[config.mk]
export PLATFORM = sky130hd
export DESIGN_NAME = uart_tx_reg_fifo_encoder_flat
export DESIGN_NICKNAME = d
export VERILOG_FILES = /design/src/rtl/uart_tx_reg_fifo_encoder_if.sv /design/src/rtl/uart_tx_reg_fifo_encoder.sv /design/src/flat_wrapper.sv
export SDC_FILE = /design/constraint.sdc
export NUM_CORES = 1
export LEC_CHECK = 0
export BUFFER_PORTS_ARGS = -buffer_cell sky130_fd_sc_hd__buf_2
export CAP_MARGIN = 20
export CORE_UTILIZATION = 47
export CTS_CLUSTER_SIZE = 20
export DETAILED_ROUTE_END_ITERATION = 7
export PLACE_DENSITY = 0.78
export SKIP_LAST_GASP = 1
export SLEW_MARGIN = 20
export SYNTH_ARGS = -nofsm -noshare
export SYNTH_HDL_FRONTEND = slang
export SYNTH_SLANG_ARGS = --single-unit
export TNS_END_PERCENT = 5
[constraint.sdc]
create_clock -name clk -period 2 [get_ports clk]
set_input_delay 0 -clock clk [delete_from_list [all_inputs] [get_ports clk]]
set_output_delay 0 -clock clk [all_outputs]
set_load 0.1 [all_outputs]
[src/rtl/uart_tx_reg_fifo_encoder_if.sv]
// Handshake bundle for uart_tx_reg_fifo_encoder.
// master: environment side (CPU register write strobe plus transmitter ready).
// slave : the encoder FIFO itself.
interface uart_tx_reg_fifo_encoder_if #(
  parameter int REG_W  = 32,
  parameter int DATA_W = 8
) ();

  logic [REG_W-1:0]  uart_tx_reg_in;
  logic              tx_wr;
  logic [DATA_W-1:0] tx_data;
  logic              parity_en;
  logic              parity_odd;
  logic              tx_valid;
  logic              tx_ready;

  modport master (
    output uart_tx_reg_in, tx_wr, tx_ready,
    input  tx_data, parity_en, parity_odd, tx_valid
  );

  modport slave (
    input  uart_tx_reg_in, tx_wr, tx_ready,
    output tx_data, parity_en, parity_odd, tx_valid
  );

endinterface

[src/rtl/uart_tx_reg_fifo_encoder.sv]
// UART TX register encoder with a DEPTH-deep show-ahead FIFO.
// Unpacks {parity_odd, parity_en, data} from the written register word,
// queues it, and presents the head entry over a valid/ready handshake.
// Optional build macro UART_TX_OVF_STICKY_EN: overflow becomes a sticky flag
// cleared by reset or by a write with bit [REG_W-1] set; otherwise overflow
// is a one-cycle pulse on each dropped write.
module uart_tx_reg_fifo_encoder #(
  parameter int REG_W  = 32,
  parameter int DATA_W = 8,
  parameter int DEPTH  = 4
) (
  input  logic                     clk,
  input  logic                     rst,
  uart_tx_reg_fifo_encoder_if.slave bus,
  output logic                     fifo_full,
  output logic                     fifo_empty,
  output logic [$clog2(DEPTH):0]   fifo_count,
  output logic                     overflow
);

  localparam int PTR_W = $clog2(DEPTH);
  localparam int CNT_W = PTR_W + 1;
  localparam int ENT_W = DATA_W + 2;

  typedef struct packed {
    logic              parity_odd;
    logic              parity_en;
    logic [DATA_W-1:0] data;
  } entry_t;

  entry_t             mem_q [DEPTH];
  logic [PTR_W-1:0]   wr_ptr_q, wr_ptr_d;
  logic [PTR_W-1:0]   rd_ptr_q, rd_ptr_d;
  logic [CNT_W-1:0]   count_q, count_d;

  entry_t             wr_entry;
  entry_t             head;
  logic               push;
  logic               pop;
  logic               drop;

  assign fifo_empty = (count_q == '0);
  assign fifo_full  = (count_q == CNT_W'(DEPTH));
  assign fifo_count = count_q;

  // Handshake decode: a write into a full FIFO still lands if the head leaves.
  always_comb begin
    wr_entry = entry_t'(bus.uart_tx_reg_in[ENT_W-1:0]);
    pop      = !fifo_empty && bus.tx_ready;
    push     = bus.tx_wr && (!fifo_full || pop);
    drop     = bus.tx_wr && fifo_full && !pop;
  end

  // Next-state for pointers and occupancy.
  always_comb begin
    // NOTE: every variable gets a default first so no path leaves it unassigned (no latch).
    wr_ptr_d = wr_ptr_q;
    rd_ptr_d = rd_ptr_q;
    count_d  = count_q;
    if (push) wr_ptr_d = wr_ptr_q + PTR_W'(1);
    if (pop)  rd_ptr_d = rd_ptr_q + PTR_W'(1);
    case ({push, pop})
      2'b10:   count_d = count_q + CNT_W'(1);
      2'b01:   count_d = count_q - CNT_W'(1);
      default: count_d = count_q;
    endcase
  end

  // Pointer and occupancy registers with synchronous reset.
  always_ff @(posedge clk) begin
    // NOTE: sequential state uses non-blocking assignments so all flops update together.
    if (rst) begin
      wr_ptr_q <= '0;
      rd_ptr_q <= '0;
      count_q  <= '0;
    end else begin
      wr_ptr_q <= wr_ptr_d;
      rd_ptr_q <= rd_ptr_d;
      count_q  <= count_d;
    end
  end

  // Storage write; a strobe during the reset cycle is ignored.
  always_ff @(posedge clk) begin
    // NOTE: the storage array has no reset; contents are only visible once count says valid.
    if (push && !rst) mem_q[wr_ptr_q] <= wr_entry;
  end

  // Show-ahead head presentation.
  always_comb begin
    head           = mem_q[rd_ptr_q];
    bus.tx_data    = head.data;
    bus.parity_en  = head.parity_en;
    bus.parity_odd = head.parity_odd;
    bus.tx_valid   = !fifo_empty;
  end

`ifdef UART_TX_OVF_STICKY_EN
  logic ovf_q, ovf_d;

  // Sticky overflow: a dropped write wins over a clearing write.
  always_comb begin
    ovf_d = ovf_q;
    if (drop)                                          ovf_d = 1'b1;
    else if (bus.tx_wr && bus.uart_tx_reg_in[REG_W-1]) ovf_d = 1'b0;
  end

  // Overflow flag register.
  always_ff @(posedge clk) begin
    if (rst) ovf_q <= 1'b0;
    else     ovf_q <= ovf_d;
  end

  assign overflow = ovf_q;
`else
  assign overflow = drop;
`endif

  // Register bits above the entry fields carry no FIFO payload.
  generate
    if (REG_W > ENT_W) begin : g_unused_upper
      logic unused_upper_bits;
      assign unused_upper_bits = ^bus.uart_tx_reg_in[REG_W-1:ENT_W];
    end
  endgenerate

endmodule

[src/flat_wrapper.sv]
// flat-port wrapper written by rule: the top's interface ports become plain ports
module uart_tx_reg_fifo_encoder_flat 
#(
  parameter int REG_W  = 32,
  parameter int DATA_W = 8,
  parameter int DEPTH  = 4
)
  (clk, rst, fifo_full, fifo_empty, fifo_count, overflow, bus_uart_tx_reg_in, bus_tx_wr, bus_tx_ready, bus_tx_data, bus_parity_en, bus_parity_odd, bus_tx_valid);
  uart_tx_reg_fifo_encoder_if #(.REG_W(REG_W), .DATA_W(DATA_W)) bus_i ();
  input  logic clk;
  input  logic rst;
  output logic fifo_full;
  output logic fifo_empty;
  output logic [$clog2(DEPTH):0] fifo_count;
  output logic overflow;
  input wire logic [$bits(bus_i.uart_tx_reg_in)-1:0] bus_uart_tx_reg_in;
  input wire logic [$bits(bus_i.tx_wr)-1:0] bus_tx_wr;
  input wire logic [$bits(bus_i.tx_ready)-1:0] bus_tx_ready;
  output wire logic [$bits(bus_i.tx_data)-1:0] bus_tx_data;
  output wire logic [$bits(bus_i.parity_en)-1:0] bus_parity_en;
  output wire logic [$bits(bus_i.parity_odd)-1:0] bus_parity_odd;
  output wire logic [$bits(bus_i.tx_valid)-1:0] bus_tx_valid;
  assign bus_i.uart_tx_reg_in = bus_uart_tx_reg_in;
  assign bus_i.tx_wr = bus_tx_wr;
  assign bus_i.tx_ready = bus_tx_ready;
  assign bus_tx_data = bus_i.tx_data;
  assign bus_parity_en = bus_i.parity_en;
  assign bus_parity_odd = bus_i.parity_odd;
  assign bus_tx_valid = bus_i.tx_valid;
  uart_tx_reg_fifo_encoder #(.REG_W(REG_W), .DATA_W(DATA_W), .DEPTH(DEPTH)) u_core (.clk(clk), .rst(rst), .bus(bus_i), .fifo_full(fifo_full), .fifo_empty(fifo_empty), .fifo_count(fifo_count), .overflow(overflow));
endmodule
==> implementation parameters, run 1 <==
Parameter                              Value

GRT
  Initial antenna violation count    0
  First-pass GRT wire length    5380 µm
  Largest net degree at the start of global routing    16
  GRT Residual Overflow    0
  Total routing resource utilization after global routing    16.9%
  Via count of the first global-routing pass    1,183

Routing
  Number of optimization iterations in the first detailed-route pass    4
  DRT Wirelength    3520 µm
  Count of unresolved DRC violations after routing    0
  Violation count after the first detailed-routing iteration    78
  Detail Route Antenna Nets    0
  Via-to-Cell Ratio    5.40
  Mean routed wirelength per cell    16.4 µm
  Via count    1,155

Finish
  Filler cell count in the final layout    296
  Register cell area after layout    0.00139 mm²
  Area growth from synthesis to layout    24.1%
  Antenna cells    0
  Share of final-layout standard cells stronger than drive strength 1    42.1%
  Final core utilization    61.9%
  Footprint of the multi-input gates    639 µm²
  Final Net Count    204

Critical path
  WP data arrival    1.89 ns
  Crit. End Element    flip-flop
  Worst setup SP type    flip-flop
  Kind of critical path    reg -> reg
  Critical Path Fanout Max    10
  Critical path data required time    1.93 ns

STA
  Worst slew margin relative to its limit    37.5%
  Maximum operating frequency    0.508 GHz
  Hold Violations, Final    0
  Slew Viols, Final    0
  Worst-case hold slack    0.0779 ns
  Setup Viol. Count Final    0
  Worst clock skew    0.00475 ns
  Share of the clock period used by the worst path    98.3%
  Final critical-path required period    1.97 ns
  RSZ-0062 raised after global routing    true
  Transition time of the tightest slew-check pin    0.934 ns

Yosys
  Async set or reset register ratio after synthesis    0%
  Post-Syn Area    0.00204 mm²
  Leading register cell type out of synthesis    sky130_fd_sc_hd__edfxtp_1
  Gate count after technology mapping    120
  Number of synthesis warnings    0
  Sequential fraction of the synthesis area    67.7%
  Syn Nets    161
  Number of synthesized register bits    49
  Number of synthesized flops with an enable pin    40
  Per-instance average area after synthesis    17.0 µm²
  Cell variety after synth    31

Clock network
  Max clock buf depth    2
  Total clock sinks    49
  Post-CTS Repair Setup Buffers    0
  Number of H-tree levels    2
  Insertion delay to the later sink of the worst-skew pair    0.30 ns
  CTS tree    done
  Clock-pin slew reported for the worst setup and hold paths after clock tree synthesis    0.09 ns
  Cell at the root of the clock tree    sky130_fd_sc_hd__clkbuf_8
  Clock buffers created by TritonCTS    5

Power
  Relative contribution of sequential cells to total power    43.0%
  Net switching power    0.927 mW
  Worst voltage drop across the vdd grid    0.000544 V
  Switching part of the total power    33.6%
  Logic pwr share    27.6%
  Leak pwr    0.909 nW
  Cell-internal power    1.83 mW
  Relative contribution of the clock network to total power    29.4%
  Power per cell area    1090 mW/mm²
  Power after layout    2.76 mW

Floorplanning
  Starting density of the core    49.9%
  Overall die area    0.00461 mm²
  Chip Width    67.9 µm
  Core area    0.00409 mm²
  Rows    23
  Boundary pin count    53
  Vertical die dimension    67.9 µm

Hold path
  Tightest Hold Check Type    in -> reg

Placed design
  Number of I/O port buffers    30
  Global placer's final weighted congestion    0.706
  Detailed placement HPWL    2300 µm

Status
  Outcome    completed

Run
  Max Cap Violations    0
## layout make-up
cell class | instances | share of cell area, %
inverters | 7 | 1.19
multi-input cells | 57 | 25.3
clock buffers | 5 | 2.72
repair buffers | 43 | 10.8
well taps | 50 | 2.47
clock inverters | 3 | 2.57
flip-flops and latches | 49 | 55.0
## through the flow
stage,area (µm²),worst slack [ns],std cells,setup TNS (ns)
6_report,2530,0.0332,214,0
5_1_grt,2530,-0.0518,214,-1.13
4_1_cts,2530,0.0205,214,0
3_5_place_dp,2290,-0.0521,196,-1.30
3_3_place_gp,2290,0.0157,196,0
2_1_floorplan,2100,-0.0930,120,-3.71
## cell usage in the layout, fill, tap and decap left out, types with 4 or more instances in the layout
cell type	netlist	routed
sky130_fd_sc_hd__clkbuf_8	0	5
sky130_fd_sc_hd__mux4_2	10	10
sky130_fd_sc_hd__inv_1	7	6
sky130_fd_sc_hd__buf_2	3	30
sky130_fd_sc_hd__xor2_1	4	4
sky130_fd_sc_hd__dfxtp_1	9	6
sky130_fd_sc_hd__edfxtp_1	40	40
sky130_fd_sc_hd__ha_1	4	4
sky130_fd_sc_hd__dlygate4sd3_1	0	10
sky130_fd_sc_hd__nor2_1	8	8
## worst max-delay path, cell delays in order, from the launching register on
cell and delay [ns]:
sky130_fd_sc_hd__dfxtp_4 0.36, sky130_fd_sc_hd__or3b_4 0.23, sky130_fd_sc_hd__o21ai_1 0.18, sky130_fd_sc_hd__nor3b_2 0.82
## power by group through the flow
| stage | registers (mW) | logic, mW | clock network (mW) |
|---|---|---|---|
| CTS | 1.19 | 0.765 | 0.819 |
| global placement | 1.21 | 0.730 | 0 |
| floorplan | 1.25 | 0.596 | 0 |
| global route | 1.19 | 0.797 | 0.854 |
| detailed placement | 1.21 | 0.747 | 0 |
| finish | 1.19 | 0.761 | 0.812 |
## cell usage after synthesis, types with 3 or more instances
library cell               instances  area share, %
sky130_fd_sc_hd__nor3b_1           5            1.8
sky130_fd_sc_hd__dfxtp_1           9            8.8
sky130_fd_sc_hd__edfxtp_1         40             59
sky130_fd_sc_hd__inv_1             7            1.3
sky130_fd_sc_hd__buf_2             3           0.74
sky130_fd_sc_hd__nor2_1            8            1.5
sky130_fd_sc_hd__nand3_1           3           0.74
sky130_fd_sc_hd__ha_1              4            2.5
sky130_fd_sc_hd__xor2_1            4            1.7
sky130_fd_sc_hd__mux4_2           10             11
## sequential cells by signal, summed over array words and instances, names as in the netlist, named ones only
register / flops
u_core.fifo_count: 3
u_core.rd_ptr_q: 2
u_core.wr_ptr_q: 2
u_core.mem_q: 40
## repair_timing
item,4_1_cts,5_1_grt
hold buffers,10,0
setup endpoints to repair,40,30
gates resized for setup,2,0
endpoints found under the hold margin,40,0
## routing by layer
metal / part of all wire [%] / GRT usage, % / up-vias
met1: 42 / 19.3 / 569
li1: - / - / 549
met2: 53 / 29.7 / 28
met3: 3.0 / 3.50 / 9
met5: 0 / 0 / -
met4: 1.9 / 8.85 / 0
## path summary, 6_finish.rpt
path / from / endpoint / slack (ns) / cells after the start
setup reg to reg: u_core.fifo_count[2]$_SDFFE_PP0P_ / u_core.mem_q[2][8]$_DFFE_PP_ / 0.03 / 3
hold reg to reg: u_core.wr_ptr_q[1]$_SDFFE_PP0P_ / u_core.wr_ptr_q[1]$_SDFFE_PP0P_ / 0.53 / 2
setup / recovery: u_core.fifo_count[2]$_SDFFE_PP0P_ / u_core.mem_q[2][8]$_DFFE_PP_ / 0.03 / 3
hold / removal: rst / flip-flop / 0.08 / 2
## logic make-up (layout without fill, tap and decap cells)
group | after synthesis | after routing | synth area share, %
compound gates | 10 | 10 | 3.99
xor+xnor | 4 | 4 | 1.72
fa+ha+maj | 5 | 5 | 3.44
buf+inv | 14 | 58 | 3.31
flops | 49 | 49 | 67.7
mux | 12 | 12 | 12.3
simple gates | 26 | 26 | 7.55
Power figures use the tool's default switching activity.
==> run 2, diff against run 1 <==
--- a/constraint.sdc
+++ b/constraint.sdc
@@ -3,2 +3,2 @@
 set_output_delay 0 -clock clk [all_outputs]
-set_load 0.1 [all_outputs]
+set_load 0.02 [all_outputs]
==> run 2 against run 1 <==
Against the previous run: register-to-register slack improved by 0.05 ns; fmax rose by 2.6%; final area fell by 2.3%; core utilization fell by 1.4 points; cell count rose by 3.3%; clock skew rose by 0.0035 ns; total power fell by 22%; critical path depth rose by 3; via count rose by 1.0%; wire length rose by 0.34%; critical endpoint is now u_core.fifo_count[2]$_SDFFE_PP0P_; largest cell class unchanged; highest routed layer unchanged.
==> implementation parameters, run 2 (same netlist as run 1, synthesis figures left out) <==
Parameter                              Value

Finish
  Most flop-heavy register    u_core.mem_q
  Commonest non-fill, non-tap cell in the layout    sky130_fd_sc_hd__edfxtp_1
  Commonest cells after routing, fill and taps aside    sky130_fd_sc_hd__edfxtp_1, sky130_fd_sc_hd__buf_2, sky130_fd_sc_hd__mux4_2, sky130_fd_sc_hd__dlygate4sd3_1, sky130_fd_sc_hd__buf_4
  Final Net Count    211
  Area growth from synthesis to layout    21.2%
  Share of final-layout standard cells stronger than drive strength 1    36.8%
  Filler cell count in the final layout    311
  Antenna cells    0
  Flip-flop count of the largest register after layout    40
  Layout Cells excl Fill    221

GRT
  Largest net degree at the start of global routing    16
  Total routing resource utilization after global routing    17.3%
  Via count of the first global-routing pass    1,168
  Met3 Track Usage GR    4.00%
  Global-route track usage on met1    20.7%
  GRT Residual Overflow    0
  First-pass GRT wire length    5470 µm
  GR Layer Usage met2    29.3%
  Routing layer with the top usage in global route    met2
  Initial antenna violation count    0

STA
  Share of the clock period used by the worst path    95.8%
  Setup Viol. Count Final    0
  RSZ-0062 raised after global routing    false
  Worst-case hold slack    0.0436 ns
  Post-layout worst setup margin    0.0839 ns
  Worst slew margin relative to its limit    67.1%
  Maximum operating frequency    0.522 GHz
  Fin Setup TNS    0 ns
  Worst clock skew    0.00827 ns
  Hold Violations, Final    0
  Transition time of the tightest slew-check pin    0.492 ns
  Slew Viols, Final    0
  Final critical-path required period    1.92 ns

Floorplanning
  Starting density of the core    49.9%
  Boundary pin count    53
  Overall die area    0.00461 mm²
  Chip Width    67.9 µm
  Vertical die dimension    67.9 µm
  Rows    23
  Core area    0.00409 mm²

Critical path
  WP data arrival    2.09 ns
  Critical path data required time    2.18 ns
  Critical register-to-register path endpoint    u_core.fifo_count[2]$_SDFFE_PP0P_
  Depth of the most critical reg-to-reg path    6
  Kind of critical path    reg -> reg
  Worst setup SP type    flip-flop
  Slack of the worst reg-to-reg path    0.08 ns
  Crit. End Element    flip-flop
  Startpoint of the most critical register-to-register path    u_core.fifo_count[1]$_SDFFE_PP0P_
  Critical Path Fanout Max    3

Clock network
  Clock-pin slew reported for the worst setup and hold paths after clock tree synthesis    0.08 ns
  CTS tree    done
  Post-CTS Repair Setup Buffers    0
  Insertion delay to the later sink of the worst-skew pair    0.30 ns
  Number of H-tree levels    2
  Max clock buf depth    2
  Clock buffers created by TritonCTS    5
  Cell at the root of the clock tree    sky130_fd_sc_hd__clkbuf_8
  Total clock sinks    49

Hold path
  Min-Delay Startpoint    rst
  Tightest Hold Check Type    in -> reg
  Count of cells along the worst hold path    2

Routing
  Count of unresolved DRC violations after routing    0
  Via-to-Cell Ratio    5.28
  DRT Wirelength    3530 µm
  Violation count after the first detailed-routing iteration    76
  Detail Route Antenna Nets    0
  Via count    1,167
  Mean routed wirelength per cell    16.0 µm
  Number of optimization iterations in the first detailed-route pass    4

Power
  Leak pwr    0.907 nW
  Power per cell area    872 mW/mm²
  Worst voltage drop across the vdd grid    0.000428 V
  Power after layout    2.16 mW

Placed design
  Number of placed cells counting well taps    203
  DP Worst Slack    0.105 ns
  Detailed placement HPWL    2420 µm
  Number of I/O port buffers    30
  Global placer's final weighted congestion    0.737

Run
  Max Cap Violations    0

Status
  Outcome    completed
-- run 2: worst max path at each step --
stage | start | slack [ns] | cells after the start | endpoint
after floorplan | u_core.fifo_count[2]$_SDFFE_PP0P_ | -0.17 | 4 | u_core.mem_q[2][0]$_DFFE_PP_
after global placement | u_core.fifo_count[0]$_SDFFE_PP0P_ | 0.17 | 6 | u_core.fifo_count[2]$_SDFFE_PP0P_
after detailed placement | u_core.fifo_count[0]$_SDFFE_PP0P_ | 0.10 | 6 | u_core.fifo_count[2]$_SDFFE_PP0P_
after CTS | u_core.fifo_count[1]$_SDFFE_PP0P_ | 0.09 | 6 | u_core.fifo_count[2]$_SDFFE_PP0P_
after global routing | u_core.fifo_count[1]$_SDFFE_PP0P_ | 0.009 | 6 | u_core.fifo_count[2]$_SDFFE_PP0P_
final | u_core.fifo_count[1]$_SDFFE_PP0P_ | 0.08 | 6 | u_core.fifo_count[2]$_SDFFE_PP0P_
-- run 2: timing repair --
item,4_1_cts,5_1_grt
endpoints found under the hold margin,40,0
setup endpoints to repair,0,0
gates resized for setup,0,0
hold buffers,10,0
-- run 2: final cells by class --
cell class / count / area, µm² / share of cell area [%]
Inverter: 7 / 26.3 / 1.06
Multi-Input combinational cell: 57 / 591 / 23.9
Sequential cell: 49 / 1380 / 55.9
Clock buffer: 6 / 72.6 / 2.94
Tap cell: 50 / 62.6 / 2.53
Clock inverter: 2 / 13.8 / 0.557
Timing Repair Buffer: 50 / 325 / 13.2
-- run 2: critical path: stages, from the launching register on --
cell	delay (ns)
sky130_fd_sc_hd__dfxtp_1	0.35
sky130_fd_sc_hd__o31ai_1	0.08
sky130_fd_sc_hd__or2_2	0.29
sky130_fd_sc_hd__fa_1	0.42
sky130_fd_sc_hd__or3b_2	0.49
sky130_fd_sc_hd__nand3_1	0.09
sky130_fd_sc_hd__a31oi_1	0.07
-- run 2: metal layers --
metal	part of all wire [%]	up-vias
met5	0	-
li1	-	555
met3	2.8	6
met4	1.7	0
met1	43	586
met2	53	20
-- run 2: metrics by stage --
step | utilization (%) | cell area [µm²]
floorplan | - | 2040
global placement | 55.9 | 2290
detailed placement | 55.9 | 2290
CTS | 60.5 | 2470
global route | 60.5 | 2470
finish | 60.5 | 2470
-- run 2: report_power, final --
group | internal [mW] | total, mW | switching (mW)
logic | 0.192 | 0.425 | 0.233
clock network | 0.249 | 0.559 | 0.310
registers | 1.15 | 1.17 | 0.0222
total | 1.59 | 2.16 | 0.565
==> run 3, diff against run 2 <==
Settings changed: BUFFER_PORTS_ARGS -buffer_cell sky130_fd_sc_hd__buf_2 to -buffer_cell sky130_fd_sc_hd__buf_4, RECOVER_POWER set to 50.
==> run 3 against run 2 <==
Against the previous run: core utilization up 1.1 points; wire length about the same; count of clock-buffer cells in the layout down 1; sequential power about the same; global-route usage up 0.099 points; via count up 0.34%; fmax up 0.65%; sequential share of layout area down 1.0 points; non-clock buffer count unchanged.
==> implementation parameters, run 3 (same netlist as run 1, synthesis figures left out) <==
Parameter                              Value

Clock network
  Max clock buf depth    2
  Total clock sinks    49
  Insertion delay to the later sink of the worst-skew pair    0.30 ns
  Clock-pin slew reported for the worst setup and hold paths after clock tree synthesis    0.08 ns
  Number of gates resized after cts    0
  Number of H-tree levels    2
  Clock buffers created by TritonCTS    5
  Cell at the root of the clock tree    sky130_fd_sc_hd__clkbuf_8
  CTS tree    done

Finish
  Area growth from synthesis to layout    23.4%
  Antenna cells    0
  Filler cell count in the final layout    310
  Commonest non-fill, non-tap cell in the layout    sky130_fd_sc_hd__edfxtp_1
  Share of final-layout standard cells stronger than drive strength 1    28.1%
  Flip-flop count of the largest register after layout    40
  Most flop-heavy register    u_core.mem_q
  Final core utilization    61.6%
  Fin area    0.00252 mm²
  Commonest cells after routing, fill and taps aside    sky130_fd_sc_hd__edfxtp_1, sky130_fd_sc_hd__buf_4, sky130_fd_sc_hd__clkbuf_1
  Final Net Count    211

GRT
  Via count of the first global-routing pass    1,168
  Largest net degree at the start of global routing    16
  GRT Residual Overflow    0
  First-pass GRT wire length    5530 µm
  Total routing resource utilization after global routing    17.4%
  Initial antenna violation count    0

Routing
  Via count    1,171
  Via-to-Cell Ratio    5.30
  Detail Route Antenna Nets    0
  Number of optimization iterations in the first detailed-route pass    4
  Violation count after the first detailed-routing iteration    41
  Count of unresolved DRC violations after routing    0
  DRT Wirelength    3530 µm
  Mean routed wirelength per cell    16.0 µm

Critical path
  Critical register-to-register path endpoint    u_core.fifo_count[2]$_SDFFE_PP0P_
  Slowest cell on crit path    sky130_fd_sc_hd__or3b_2
  WP data arrival    2.09 ns
  Critical Path Fanout Max    3
  Delay of the slowest critical-path stage    0.48 ns
  Depth of the most critical reg-to-reg path    6
  Crit. End Element    flip-flop
  Kind of critical path    reg -> reg
  Slack of the worst reg-to-reg path    0.1 ns
  Ordered cell list for the critical path    o31ai_1 > or2_2 > fa_1 > or3b_2 > nand3_1 > a31oi_1
  Worst setup SP type    flip-flop
  Startpoint of the most critical register-to-register path    u_core.fifo_count[0]$_SDFFE_PP0P_
  Critical path data required time    2.18 ns

STA
  Slew Viols, Final    0
  Fin Setup TNS    0 ns
  Final critical-path required period    1.90 ns
  Share of the clock period used by the worst path    95.2%
  Transition time of the tightest slew-check pin    0.483 ns
  Worst slew margin relative to its limit    67.8%
  Hold Violations, Final    0
  RSZ-0062 raised after global routing    false
  Worst clock skew    0.00668 ns
  Maximum operating frequency    0.525 GHz
  Setup Viol. Count Final    0

Hold path
  Count of cells along the worst hold path    3
  End point of the worst hold path    u_core.fifo_count[0]$_SDFFE_PP0P_
  Min-Delay Startpoint    bus_tx_ready
  Tightest Hold Check Type    in -> reg

Floorplanning
  Vertical die dimension    67.9 µm
  Core area    0.00409 mm²
  Boundary pin count    53
  Rows    23
  Starting density of the core    49.9%
  Overall die area    0.00461 mm²
  Chip Width    67.9 µm

Status
  Outcome    completed

Placed design
  Placement Cell Area    0.00235 mm²
  Number of I/O port buffers    30
  Global placer's final weighted congestion    0.756
  Detailed placement HPWL    2400 µm

Run
  Max Cap Violations    0

Power
  Leak pwr    0.885 nW
  Power after layout    2.29 mW
  Worst voltage drop across the vdd grid    0.000423 V
  Power per cell area    908 mW/mm²
-- run 3: worst max path at each step --
stage,endpoint,depth (start not counted),from
2_1_floorplan,u_core.mem_q[2][0]$_DFFE_PP_,4,u_core.fifo_count[2]$_SDFFE_PP0P_
3_3_place_gp,u_core.fifo_count[2]$_SDFFE_PP0P_,6,u_core.fifo_count[0]$_SDFFE_PP0P_
3_5_place_dp,u_core.fifo_count[2]$_SDFFE_PP0P_,6,u_core.fifo_count[0]$_SDFFE_PP0P_
4_1_cts,u_core.fifo_count[2]$_SDFFE_PP0P_,6,u_core.fifo_count[0]$_SDFFE_PP0P_
5_1_grt,u_core.mem_q[0][5]$_DFFE_PP_,5,u_core.fifo_count[0]$_SDFFE_PP0P_
6_report,u_core.fifo_count[2]$_SDFFE_PP0P_,6,u_core.fifo_count[0]$_SDFFE_PP0P_
-- run 3: cell type report --
class	count	area (µm²)	area share (%)
timing repair buffer	50	354	14.1
tap	50	62.6	2.49
multi-input combinational	57	583	23.2
sequential	49	1380	54.9
inverter	7	26.3	1.04
clock buffer	5	68.8	2.73
clock inverter	3	41.3	1.64
-- run 3: worst max-delay path: cells and delay by family, from the launching register on --
kind / cells / cell delay [ns]
and+or+nand+nor: 3 / 0.86
AOI/OAI and AO/OA: 2 / 0.16
adders and majority gates: 1 / 0.42
DFF: 1 / 0.35
-- run 3: metrics by stage --
stage	cells	hold WS (ns)	worst slack, ns
floorplan	120	0.0989	-0.165
global placement	202	0.199	0.169
detailed placement	202	0.206	0.131
CTS	221	0.121	0.106
global route	221	0.185	0.0575
finish	221	0.161	0.0963
-- run 3: what timing repair did --
item / in CTS / in global routing
buffers inserted: 0 / 0
endpoints found under the setup margin: 0 / 0
endpoints found under the hold margin: 43 / 0
hold buffers: 11 / 0
-- run 3: power breakdown --
group / total, mW / switching (mW) / leakage, nW / internal (mW)
logic: 0.443 / 0.235 / 0.397 / 0.207
clock network: 0.670 / 0.302 / 0.0518 / 0.368
registers: 1.17 / 0.0236 / 0.437 / 1.15
total: 2.29 / 0.561 / 0.885 / 1.72
-- run 3: metal layers --
layer	share of wire, %	wire [µm]	global-route usage, %	vias to the layer above
met4	1.5	53	7.81	0
met1	43	1530	21.1	584
met5	0	0	0	-
met2	52	1820	29.5	24
li1	-	-	-	556
met3	3.5	123	4.17	7
